==> config.mk <==
export PLATFORM = sky130hd
export DESIGN_NAME = arith_core_mod_flat
export DESIGN_NICKNAME = d
export VERILOG_FILES = /design/src/rtl/arith_core_mod_if.sv /design/src/rtl/arith_core_mod.sv /design/src/flat_wrapper.sv
export SDC_FILE = /design/constraint.sdc
export NUM_CORES = 2
export LEC_CHECK = 0
export CAP_MARGIN = 0
export CORE_ASPECT_RATIO = 1.4
export CORE_MARGIN = 10
export CORE_UTILIZATION = 50
export DETAILED_ROUTE_END_ITERATION = 16
export GPL_TIMING_DRIVEN = 0
export PLACE_DENSITY = 0.71
export SETUP_SLACK_MARGIN = 0.05
export SYNTH_ARGS = -nofsm -noshare
export SYNTH_HDL_FRONTEND = slang
export SYNTH_SLANG_ARGS = --single-unit
==> constraint.sdc <==
create_clock -name clk -period 25 [get_ports clk]
set_input_delay 3.75 -clock clk [delete_from_list [all_inputs] [get_ports clk]]
set_output_delay 3.75 -clock clk [all_outputs]
set_load 0.005 [all_outputs]
==> src/rtl/arith_core_mod_if.sv <==
// Beat/result bus for arith_core_mod: the window feeder drives in/weight/en,
// the core returns out/out_en.
interface arith_core_mod_if;
    logic [71:0] in;
    logic [71:0] weight;
    logic        en;
    logic [7:0]  out;
    logic        out_en;

    modport master (
        output in, weight, en,
        input  out, out_en
    );

    modport slave (
        input  in, weight, en,
        output out, out_en
    );
endinterface

==> src/rtl/arith_core_mod.sv <==
// Conv-layer PE datapath: 9 signed MACs + bias, multi-beat accumulation, scale/saturate,
// optional ReLU and 4:1 max-pool. Define ARITH_CORE_ROUND_EN for round-half-up scaling.
module arith_core_mod #(
    parameter int N_TAP  = 9,
    parameter int DW     = 8,
    parameter int ACC_W  = 24,
    parameter int MP_WIN = 4
) (
    input  logic               clk,
    input  logic               reset,
    arith_core_mod_if.slave    bus,
    input  logic signed [15:0] bias,
    input  logic [2:0]         bound_level,
    input  logic [2:0]         step,
    input  logic               en_relu,
    input  logic               en_mp
);
    localparam int PW    = 2 * DW;
    localparam int SW    = PW + 4;
    localparam int MPC_W = $clog2(MP_WIN);
    localparam logic [MPC_W-1:0]        MP_LAST = MPC_W'(MP_WIN - 1);
    localparam logic signed [ACC_W:0]   SAT_MAX = (ACC_W+1)'(2**(DW-1) - 1);
    localparam logic signed [ACC_W:0]   SAT_MIN = (ACC_W+1)'(-(2**(DW-1)));

    // S1: products
    logic signed [PW-1:0]    prod_q [N_TAP];
    logic signed [PW-1:0]    prod_d [N_TAP];
    logic                    v1_q, v1_d;
    // S2: accumulation
    logic signed [ACC_W-1:0] acc_q, acc_d;
    logic [2:0]              beat_q, beat_d;
    logic                    res_v_q, res_v_d;
    // S3: scaled/saturated value
    logic signed [DW-1:0]    val_q, val_d;
    logic                    val_v_q, val_v_d;
    // S4: pooling and output
    logic [MPC_W-1:0]        mp_cnt_q, mp_cnt_d;
    logic signed [DW-1:0]    mp_max_q, mp_max_d;
    logic signed [DW-1:0]    out_q, out_d;
    logic                    out_en_q, out_en_d;

    always_comb begin
        for (int unsigned i = 0; i < N_TAP; i++) begin
            prod_d[i] = prod_q[i];
            if (bus.en) begin
                prod_d[i] = $signed(bus.in[(N_TAP-1-i)*DW +: DW]) *
                            $signed(bus.weight[(N_TAP-1-i)*DW +: DW]);
            end
        end
        v1_d = bus.en;
    end

    logic signed [SW-1:0] sum;

    always_comb begin
        sum = '0;
        for (int unsigned i = 0; i < N_TAP; i++) begin
            sum = sum + SW'(prod_q[i]);
        end

        acc_d   = acc_q;
        beat_d  = beat_q;
        res_v_d = 1'b0;
        if (v1_q) begin
            // Bias is folded in on the first beat so it lands exactly once per result.
            acc_d   = (beat_q == 3'd0) ? ACC_W'(bias) + ACC_W'(sum) : acc_q + ACC_W'(sum);
            res_v_d = (beat_q == step);
            beat_d  = (beat_q == step) ? 3'd0 : beat_q + 3'd1;
        end
    end

    logic [3:0]               shamt;
    logic signed [ACC_W:0]    acc_ext;
    logic signed [ACC_W:0]    scaled;
    logic signed [DW-1:0]     sat;
`ifdef ARITH_CORE_ROUND_EN
    logic signed [ACC_W:0]    rnd;
`endif

    always_comb begin
        shamt   = 4'd12 - {1'b0, bound_level};
`ifdef ARITH_CORE_ROUND_EN
        rnd     = (ACC_W+1)'(1) << (shamt - 4'd1);
        acc_ext = (ACC_W+1)'(acc_q) + rnd;
`else
        acc_ext = (ACC_W+1)'(acc_q);
`endif
        scaled  = acc_ext >>> shamt;

        if (scaled > SAT_MAX) begin
            sat = SAT_MAX[DW-1:0];
        end else if (scaled < SAT_MIN) begin
            sat = SAT_MIN[DW-1:0];
        end else begin
            sat = scaled[DW-1:0];
        end
        if (en_relu && sat[DW-1]) begin
            sat = '0;
        end

        val_d   = res_v_q ? sat : val_q;
        val_v_d = res_v_q;
    end

    logic signed [DW-1:0] pooled;

    always_comb begin
        out_d    = out_q;
        out_en_d = 1'b0;
        mp_cnt_d = mp_cnt_q;
        mp_max_d = mp_max_q;
        pooled   = (mp_cnt_q == '0 || val_q > mp_max_q) ? val_q : mp_max_q;

        if (val_v_q) begin
            if (!en_mp) begin
                out_d    = val_q;
                out_en_d = 1'b1;
            end else begin
                mp_max_d = pooled;
                if (mp_cnt_q == MP_LAST) begin
                    out_d    = pooled;
                    out_en_d = 1'b1;
                    mp_cnt_d = '0;
                end else begin
                    mp_cnt_d = mp_cnt_q + 1'b1;
                end
            end
        end
    end

    always_ff @(posedge clk or posedge reset) begin
        if (reset) begin
            for (int unsigned i = 0; i < N_TAP; i++) begin
                prod_q[i] <= '0;
            end
            v1_q     <= 1'b0;
            acc_q    <= '0;
            beat_q   <= '0;
            res_v_q  <= 1'b0;
            val_q    <= '0;
            val_v_q  <= 1'b0;
            mp_cnt_q <= '0;
            mp_max_q <= '0;
            out_q    <= '0;
            out_en_q <= 1'b0;
        end else begin
            for (int unsigned i = 0; i < N_TAP; i++) begin
                prod_q[i] <= prod_d[i];
            end
            v1_q     <= v1_d;
            acc_q    <= acc_d;
            beat_q   <= beat_d;
            res_v_q  <= res_v_d;
            val_q    <= val_d;
            val_v_q  <= val_v_d;
            mp_cnt_q <= mp_cnt_d;
            mp_max_q <= mp_max_d;
            out_q    <= out_d;
            out_en_q <= out_en_d;
        end
    end

    assign bus.out    = out_q;
    assign bus.out_en = out_en_q;
endmodule

==> src/flat_wrapper.sv <==
// flat-port wrapper written by rule: the top's interface ports become plain ports
module arith_core_mod_flat 
#(
    parameter int N_TAP  = 9,
    parameter int DW     = 8,
    parameter int ACC_W  = 24,
    parameter int MP_WIN = 4
)
  (clk, reset, bias, bound_level, step, en_relu, en_mp, bus_in, bus_weight, bus_en, bus_out, bus_out_en);
  arith_core_mod_if bus_i ();
  input  logic clk;
  input  logic reset;
  input  logic signed [15:0] bias;
  input  logic [2:0] bound_level;
  input  logic [2:0] step;
  input  logic en_relu;
  input  logic en_mp;
  input wire logic [$bits(bus_i.in)-1:0] bus_in;
  input wire logic [$bits(bus_i.weight)-1:0] bus_weight;
  input wire logic [$bits(bus_i.en)-1:0] bus_en;
  output wire logic [$bits(bus_i.out)-1:0] bus_out;
  output wire logic [$bits(bus_i.out_en)-1:0] bus_out_en;
  assign bus_i.in = bus_in;
  assign bus_i.weight = bus_weight;
  assign bus_i.en = bus_en;
  assign bus_out = bus_i.out;
  assign bus_out_en = bus_i.out_en;
  arith_core_mod #(.N_TAP(N_TAP), .DW(DW), .ACC_W(ACC_W), .MP_WIN(MP_WIN)) u_core (.clk(clk), .reset(reset), .bus(bus_i), .bias(bias), .bound_level(bound_level), .step(step), .en_relu(en_relu), .en_mp(en_mp));
endmodule
==> run summary <==
The number of cells on the worst reg-to-reg path was 36. The logs give 66 for the distinct cell type count after synthesis and 0 for the remaining antenna violation count. The post-synthesis instance area is 36280 um2, and the share of the cycle needed by the critical path after routing is 36.70%.

Horizontal die dimension: 247.7 um. The number of slew-limit violations in the final report is 0. In this run, synthesis inferred 0 flip-flops with an integrated enable. After the first detailed-routing iteration, the DRC count stood at 1016. The total global routing overflow was 0.

Data on the critical path arrives at its endpoint at 9.64 ns. The initialized floorplan defines 116 standard-cell rows. First-pass GRT wire length: 145.5 mm. In this run the critical register-to-register path is captured at u_core.acc_q[23]$_DFFE_PP0P_. The share of the Yosys chip area taken by registers is 13.86%. During I/O placement, the number of pins put on the boundary was 180.

The critical path starts at u_core.prod_q[97]$_DFFE_PP0P_. The detailed router put a total of 31.06 mm of wire on met1. For the total of endpoints with negative setup slack in the final report, the log shows 0. The Yosys step of the flow raised 0 warnings. In this design, the stage delay of the slowest critical-path cell is 0.66 ns. Starting utilization of the core area: 50.60%.

The tools report the total wirelength of the detailed-routed design as 88.25 mm. Clock sink count: 201. The proportion of synthesized flip-flops having asynchronous set or reset is 100.0%, and the hold-critical path depth is 0. Entering global routing, the biggest net connects 111 pins. Post-CTS repair changed the size of 0 cells.

Setup slack on the worst reg-to-reg path comes out at 15.83 ns. On the critical path, the stage with the largest delay is an instance of sky130_fd_sc_hd__nor3b_2. The number of maximum-capacitance violations is 0. The total of flip-flops plus latches after synthesis came out at 201. Compared with the post-synthesis result, the final layout area differs by 10.44%.

Input and output buffers added on the ports amount to 171. In the routed layout, each cell is associated on average with a via count of 5.295. STA classifies the critical path startpoint as a flip-flop.

Final HPWL from detailed placement: 76.21 mm. The overall track demand over capacity in global routing was 21.54%; the filler cell count was 6535. On the final layout, the worst clock skew is 0.01633 ns. For the final routed database, the setup TNS stands at 0 ns. TritonCTS built the clock tree.

The kind of capture point of the worst setup path was a flip-flop. Hold violation count in the final report: 0. The most common cell after layout, fill and taps aside was sky130_fd_sc_hd__inv_1. Class of the most critical setup path: flip-flop to flip-flop.

Wire segments on met3 add up to 2.387 mm in the final route. The longest clock path from root to sink contains 3 buffers. The die is 338.7 um tall.

The run finished with clean final reports. The number of nets in the synthesized netlist is 4953. The library cells used most frequently in the layout, excluding fill and tap cells, are sky130_fd_sc_hd__inv_1 (803), sky130_fd_sc_hd__fa_1 (602), sky130_fd_sc_hd__ha_1 (356), sky130_fd_sc_hd__and2_1 (340), sky130_fd_sc_hd__nand2_1 (300). The die covers 83880 um2. Clock-pin slew on the worst setup and hold paths: 0.06 ns. The highest attainable clock frequency came out at 109.0 MHz.

The logs give 1 for the maximum level of the CTS H-tree and 16.63% for the remaining max-slew budget at the tightest pin. The number of global-route vias before repair was 28.91k; the length of the first detailed-routing pass in iterations was 5. Once the clock tree was built, the setup fixing pass inserted 0 buffers. At the end of routability-driven placement, the weighted congestion stood at 0.9208.

Buffers inserted during clock tree synthesis total 25. The detailed router placed 26.40k vias in this run. The worst path in the final design needs a cycle of 9.174 ns, including I/O delays and setup. The class of the most critical hold timing path was flip-flop to flip-flop. After synthesis, the mean cell area works out to 9.487 um2.

The area of the core region is 71700 um2, and the transition time at the pin with the least slew margin is 1.251 ns. Most frequently used flop master after synthesis: sky130_fd_sc_hd__dfrtp_1. Setup repair after global routing left no endpoint under its margin.

The run gives 0 as the post-route DRC violation count. For hold timing, the worst endpoint is u_core.val_v_q$_DFF_PP0_. For the number of antenna violations at the first check in global routing, the log shows 1.

Ratio of cells with drive above 1 in the final layout: 4.182%. The worst register-to-register path begins at u_core.prod_q[97]$_DFFE_PP0P_. After technology mapping, the gate count stands at 3824. STA puts the critical path data required time at 25.47 ns. In this run the worst path has a maximum fanout of 7. In the final routed layout, each cell accounts on average for 17.70 um. At the later pin of the worst-skew pair, clock insertion delay measures 0.56 ns. Routed signal wires occupy layers up through met4. The hold buffer count at cts is 0. The startpoint identified for the worst hold timing path is u_core.res_v_q$_DFF_PP0_.

The root buffer cell is sky130_fd_sc_hd__clkbuf_16. The logs give 50.39 mm for the length of routed met2 wiring and 5152 for the number of nets at the end of the flow.
layer usage:
metal	global-route usage, %	vias to the layer above
met5	0	-
met4	9.345	0
met3	1.630	204
met2	42.40	473
met1	22.50	13330
li1	-	12390
Yosys cell counts (all sizes together) (10+ instances only):
| cell | count | area [um2] |
|---|---|---|
| a21oi | 142 | 710.7 |
| o21a | 24 | 180.2 |
| a211oi | 14 | 105.1 |
| o311ai | 10 | 95.10 |
| and2 | 340 | 2127 |
| and3 | 19 | 118.9 |
| o21ai | 131 | 659.4 |
| xor2 | 40 | 350.3 |
| nor2 | 119 | 446.7 |
| ha | 356 | 4454 |
| dfrtp | 201 | 5030 |
| nor2b | 17 | 106.4 |
| xnor2 | 172 | 1506 |
| a31oi | 13 | 81.33 |
| buf | 11 | 76.32 |
| a21o | 55 | 412.9 |
| clkbuf | 46 | 172.7 |
| nand3 | 36 | 180.2 |
| inv | 804 | 3018 |
| mux4 | 12 | 281.5 |
| fa | 602 | 12050 |
| nand2b | 76 | 475.5 |
| mux2i | 27 | 270.3 |
| o21bai | 27 | 202.7 |
| o31ai | 11 | 82.58 |
| nor3 | 31 | 155.2 |
| nand2 | 301 | 1132 |
| mux2 | 92 | 1036 |
critical path: cells and delay by family (launching register included):
family | cells | cell delay, ns
and+or+nand+nor | 5 | 1.20
xor gates and xnor gates | 1 | 0.24
adders and majority gates | 9 | 3.81
buffers and inverters | 6 | 0.39
AOI/OAI and AO/OA | 15 | 3.11
DFF | 1 | 0.33
worst max-delay path by stage:
stage,slack (ns),to
after floorplan,15.77,u_core.acc_q[0]$_DFFE_PP0P_
after global placement,12.95,u_core.prod_q[96]$_DFFE_PP0P_
after detailed placement,15.40,u_core.acc_q[23]$_DFFE_PP0P_
after CTS,15.38,u_core.acc_q[23]$_DFFE_PP0P_
after global routing,15.10,u_core.acc_q[23]$_DFFE_PP0P_
final,15.83,u_core.acc_q[23]$_DFFE_PP0P_
logic make-up after synthesis:
kind of cell    count (synthesis)  share of synthesized area [%]
mux                           131                          4.377
buf+inv                       861                          9.005
xor+xnor                      212                          5.118
flops                         201                          13.86
simple gates                  972                          13.76
compound gates                489                          8.374
fa+ha+maj                     958                          45.50
layout make-up:
class                   count  area (um2)  area share [%]
multi-input cells        2762       27990           69.85
flip-flops and latches    201        5030           12.55
inverters                 804        3025           7.551
repair buffers            172        1739           4.341
well taps                 944        1181           2.948
clock buffers              32       701.9           1.752
plain buffers              57       249.0          0.6214
clock inverters            13       148.9          0.3716
diodes                      2       5.005         0.01249
through the flow:
stage | utilization, % | hold slack [ns] | worst slack [ns] | instance area, um2 | cells
after global routing | 55.88 | 0.4240 | 15.10 | 40070 | 4987
after detailed placement | 54.68 | 0.3989 | 15.40 | 39210 | 4940
after floorplan | - | 0.3548 | 15.77 | 36280 | 3824
after global placement | 54.63 | 0.3942 | 12.95 | 39170 | 4939
final | 55.88 | 0.4085 | 15.83 | 40070 | 4987
after CTS | 55.87 | 0.4157 | 15.38 | 40060 | 4985
registers in the layout (all words and copies together) (netlist names):
signal and count:
u_core.prod_q 144, u_core.beat_q 3, u_core.res_v_q 1, u_core.mp_cnt_q 2, u_core.val_q 8, u_core.val_v_q 1
u_core.bus.out 8, u_core.bus.out_en 1, u_core.acc_q 24, u_core.mp_max_q 8, u_core.v1_q 1
Power is left out: the tool's default activity adds up to more than one toggle a clock period on the data nets, which glitch-free logic cannot reach.
